File: src/rtl/shutdown_sense_scan.sv
// shutdown_sense_scan: round-robin scan of eight board shutdown-sense lines
// through a shared 8:1 analog mux. Each board's synchronized sample feeds a
// consecutive-hit filter; a board that stays asserted for FILTER_COUNT visits
// latches a sticky flag that holds until the manager drops the enable.

// Per-board filter: saturating count of consecutive asserted samples, sticky flag.
module shutdown_sense_filter #(
  parameter int FILTER_COUNT = 4,
  parameter int CW           = $clog2(FILTER_COUNT + 1)
) (
  input  logic clk,
  input  logic aresetn,
  input  logic clr,
  input  logic sample,
  input  logic pin,
  output logic flag
);

  localparam logic [CW-1:0] FC = CW'(FILTER_COUNT);

  logic [CW-1:0] cnt;
  logic [CW-1:0] cnt_inc;

  // Saturate at FC so a board held asserted for a long time cannot wrap.
  assign cnt_inc = (cnt == FC) ? cnt : cnt + 1'b1;

  // Count consecutive hits on this board's visits; a miss restarts the run.
  always_ff @(posedge clk) begin
    if (!aresetn || clr) begin
      cnt  <= '0;
      flag <= 1'b0;
    end else if (sample) begin
      if (pin) begin
        cnt <= cnt_inc;
        if (cnt_inc == FC) flag <= 1'b1;
      end else begin
        cnt <= '0;
      end
    end
  end

endmodule

module shutdown_sense_scan #(
  parameter int SETTLE_CYCLES = 250,
  parameter int FILTER_COUNT  = 4,
  parameter int ARM_DELAY     = 25000
) (
  input  logic       clk,
  input  logic       aresetn,
  input  logic       shutdown_sense_en,
  input  logic       sense_pin,
  output logic [2:0] sense_sel,
  output logic [7:0] shutdown_sense,
  output logic       sense_armed
);

  localparam int NUM_BOARDS = 8;
  localparam int CW         = $clog2(FILTER_COUNT + 1);

  typedef enum logic [1:0] {IDLE, ARM_WAIT, SETTLE, SAMPLE} state_t;

  state_t          state, state_n;
  logic [31:0]     timer, timer_n;
  logic [2:0]      sel_n;
  logic [1:0]      sync_q;
  logic            pin_s;
  logic            clr;
  logic            sample;
  logic [NUM_BOARDS-1:0] hit;

  // Two-flop synchronizer for the asynchronous mux output.
  always_ff @(posedge clk) begin
    if (!aresetn) sync_q <= 2'b00;
    else          sync_q <= {sync_q[0], sense_pin};
  end

  assign pin_s = sync_q[1];

  // Filters are held clear whenever the block is not actively scanning, and
  // a sample landing on the same edge as an enable drop is discarded.
  assign clr    = (state == IDLE) || !shutdown_sense_en;
  assign sample = (state == SAMPLE) && shutdown_sense_en;
  assign hit    = sample ? (NUM_BOARDS'(1) << sense_sel) : '0;

  // Next-state, shared timer and mux select; enable drop overrides everything.
  always_comb begin
    state_n = state;
    timer_n = timer;
    sel_n   = sense_sel;
    case (state)
      IDLE: begin
        timer_n = '0;
        sel_n   = '0;
        if (shutdown_sense_en) state_n = ARM_WAIT;
      end
      ARM_WAIT: begin
        if (timer == 32'(ARM_DELAY - 1)) begin
          timer_n = '0;
          sel_n   = '0;
          state_n = SETTLE;
        end else begin
          timer_n = timer + 32'd1;
        end
      end
      SETTLE: begin
        if (timer == 32'(SETTLE_CYCLES - 1)) begin
          timer_n = '0;
          state_n = SAMPLE;
        end else begin
          timer_n = timer + 32'd1;
        end
      end
      SAMPLE: begin
        sel_n   = sense_sel + 3'd1;
        timer_n = '0;
        state_n = SETTLE;
      end
      default: begin
        state_n = IDLE;
        timer_n = '0;
        sel_n   = '0;
      end
    endcase
    if (!shutdown_sense_en && state != IDLE) begin
      state_n = IDLE;
      timer_n = '0;
      sel_n   = '0;
    end
  end

  // State, timer, select and armed flag registers.
  always_ff @(posedge clk) begin
    if (!aresetn) begin
      state       <= IDLE;
      timer       <= '0;
      sense_sel   <= '0;
      sense_armed <= 1'b0;
    end else begin
      state       <= state_n;
      timer       <= timer_n;
      sense_sel   <= sel_n;
      sense_armed <= (state_n == SETTLE) || (state_n == SAMPLE);
    end
  end

  // One filter per board; only the currently selected board sees the sample strobe.
  for (genvar k = 0; k < NUM_BOARDS; k++) begin : g_board
    shutdown_sense_filter #(
      .FILTER_COUNT (FILTER_COUNT),
      .CW           (CW)
    ) u_filt (
      .clk     (clk),
      .aresetn (aresetn),
      .clr     (clr),
      .sample  (hit[k]),
      .pin     (pin_s),
      .flag    (shutdown_sense[k])
    );
  end

endmodule

File: config.mk
export PLATFORM = sky130hd
export DESIGN_NAME = shutdown_sense_scan
export DESIGN_NICKNAME = d
export VERILOG_FILES = /design/src/rtl/shutdown_sense_scan.sv
export SDC_FILE = /design/constraint.sdc
export NUM_CORES = 1
export LEC_CHECK = 0
export BUFFER_PORTS_ARGS = -buffer_cell sky130_fd_sc_hd__buf_2
export CAP_MARGIN = 25
export CELL_PAD_IN_SITES_DETAIL_PLACEMENT = 1
export CELL_PAD_IN_SITES_GLOBAL_PLACEMENT = 2
export CORE_ASPECT_RATIO = 0.75
export CORE_MARGIN = 4
export CORE_UTILIZATION = 41
export DETAILED_ROUTE_END_ITERATION = 8
export GPL_TIMING_DRIVEN = 1
export HOLD_SLACK_MARGIN = 0.12
export PLACE_DENSITY_LB_ADDON = 0.1
export SYNTH_ARGS = -nofsm -noshare
export SYNTH_HDL_FRONTEND = slang
export SYNTH_SLANG_ARGS = --single-unit
File: constraint.sdc
create_clock -name clk -period 3.2 [get_ports clk]
set_clock_uncertainty 0.1 [all_clocks]
set_input_delay 0.64 -clock clk [delete_from_list [all_inputs] [get_ports clk]]
set_output_delay 0.64 -clock clk [all_outputs]
set_load 0.05 [all_outputs]
==> metrics <==
Post-Synth XOR/XNOR Area 6.22%; Synth cell types 48; per-cell routed wire length 14.8 um; Hold WS 0.353 ns; total routed wirelength 9200 um; Post-DRT Antenna Nets 0; P_int 1720 uW; largest net degree at the start of global routing 33; fraction of layout cells with a size suffix above 1 8.92%; LEAKAGE 0.00151 uW; crit path kind reg -> reg; detailed-route DRC error count 0; clock network power share 55.1%; Final Max Slew Viols 0; Mapped Cells 482; Core Area 9200 um2; proportion of synthesized area in mux cells 1.94%; worst-margin pin slew 0.965 ns; Tcrit/Tclk final 70.8%; switching pwr 416 uW; f_max 441 MHz; largest family of logic cells by synthesized area simple AND/OR/NAND/NOR gates; Synth Net Count 515; Initial Util 42.9%; hold path cells 1; final instance area 4440 um2; initial antenna violation count 0; CTS buffer count 9; final hold viol count 0; Finish-stage setup viols 0; Layout Nets 521; Most used DFF post-synth dfxtp_1; Clock Latency Late Sink 0.33 ns; clock tree root buffer cell clkbuf_16; first-pass iteration count of the detailed router 4; most common cell after layout, fill and taps aside dfxtp_1; Post-Syn Area 3940 um2; synthesized area per cell 8.18 um2; Synth Area in Compound Gates 12.0%; num rows 30; gr usage total 17.3%; critical path launch point type flip-flop; PostCTS Resize Cnt 0; worst vdd ir 0.362 mV; gpl congestion 0.787; asr flop ratio synth 0%; WP data arrival 2.43 ns; fill cell count 1,106; CTS clk-pin slew, worst paths 0.06 ns; Syn-to-layout area delta 12.5%; first-pass GRT wire length 15,700 um; most frequent cells in the layout 72 x dfxtp_1, 52 x nor2_1, 46 x nand2_1; max_cap viols 0; clock tree buffer depth 2; Post-synth EDFFs 0; placed inst area 4080 um2; Post-CTS Setup Inserts 0; combinational share of power 2.4%; TritonCTS clock tree yes; port bufs 15; Seq/Total Area, Yosys 36.5%; total power 2130 uW; worst rel slew slack 35.5%; vias in the first global route 3,173; Overflow after GRT 0; post-synthesis register bit count 72; Crit. End Element flip-flop; Die W 121 um; status finished, final reports clean; routed via count 3,269; Synth Area in Adders 9.20%; Warnings, synthesis 0; Boundary Pins 16; Die Ht 92.9 um; CP Max Fanout 15; antenna cells 0; setup TNS 0 ns; DP HPWL 6600 um; Iteration-0 DRC Markers 162; hold-fix buffers at CTS 0; worst min path class reg -> reg; htree depth 3; simple-gate area share of the yosys netlist 28.7%; Seq pwr share 42.5%; CTS sink count 72; Worst R2R Path Depth 5; Critical Path RT 3.36 ns; Avg Vias per Cell 5.26; RSZ-0062 raised after global routing false; die area 11,300 um2; Tmin final 2.27 ns; Net Sw Frac 19.5%; pwr/cell area 481 nW/um2
[per-stage QoR]
stage,util [%],setup WS (ns),cells
final,48.2,0.934,621
after global routing,48.2,0.792,621
after detailed placement,44.4,0.940,605
after CTS,48.2,0.944,621
after global placement,44.4,0.998,605
after floorplan,-,1.22,482
[cell type report]
| type | count | area, um2 | area share [%] |
|---|---|---|---|
| multi-input combinational | 363 | 2300 | 51.7 |
| tap | 128 | 160 | 3.61 |
| timing repair buffer | 17 | 90.1 | 2.03 |
| sequential | 72 | 1440 | 32.5 |
| inverter | 25 | 93.8 | 2.12 |
| clock buffer | 11 | 253 | 5.70 |
| clock inverter | 5 | 103 | 2.31 |
[registers in the layout, indices dropped and copies added, names as in the netlist]
name,cells
state,2
sense_sel,3
g_board.u_filt.cnt,24
sync_q,2
sense_armed,1
timer,32
g_board.u_filt.flag,8
[worst max-delay path: stages, from the launching register on]
cell and delay (ns):
dfxtp_1 0.45, and4_1 0.29, nand4_1 0.50, nand2b_1 0.36, or3_1 0.35, a21oi_1 0.14
[power groups by stage]
stage / registers [uW] / clock network, uW / logic, uW
2_1_floorplan: 923 / 0 / 36.0
4_1_cts: 905 / 1210 / 52.2
5_1_grt: 906 / 1260 / 58.5
3_5_place_dp: 925 / 0 / 52.1
3_3_place_gp: 925 / 0 / 51.0
6_report: 905 / 1180 / 51.4
[synth_stat cells (3+ instances only)]
cell      instances  area share, %
dfxtp_1          72             37
nor2_1           52            4.9
nand2_1          46            4.4
a21oi_1          43            5.5
ha_1             29            9.2
inv_1            25            2.4
nand3_1          21            2.7
nor3_1           20            2.5
xnor2_1          18            4.0
o21ai_0          17            2.2
and2_1           12            1.9
nand4_1          12            1.9
nor4_1           11            1.7
and3_1           10            1.6
clkbuf_1         10           0.95
xor2_1           10            2.2
buf_4             8            1.5
nand3b_1          8            1.5
o21a_1            8            1.5
and4_1            6            1.3
mux2_2            5            1.4
nand2b_1          4           0.63
buf_2             3           0.38
or3_1             3           0.48
[logic make-up (layout without fill, tap and decap cells)]
| kind of cell | after synthesis | in the layout |
|---|---|---|
| flops | 72 | 72 |
| fa+ha+maj | 29 | 29 |
| simple gates | 217 | 217 |
| xor+xnor | 28 | 28 |
| compound gates | 82 | 82 |
| buf+inv | 47 | 58 |
| mux | 7 | 7 |
[per-layer routing]
metal | global-route usage, % | wire (um) | share of wire, %
met1 | 25.2 | 4990 | 54
met5 | 0 | 0 | 0
met4 | 5.88 | 119 | 1.3
met2 | 24.8 | 3820 | 42
met3 | 4.33 | 266 | 2.9
[final timing paths]
check,from,end,slack [ns]
setup / recovery,timer[9],timer[31],0.93
hold / removal,sync_q[0],sync_q[1],0.35
setup reg to reg,timer[9],timer[31],0.93
hold reg to reg,sync_q[0],sync_q[1],0.35
Power figures use the tool's default switching activity.
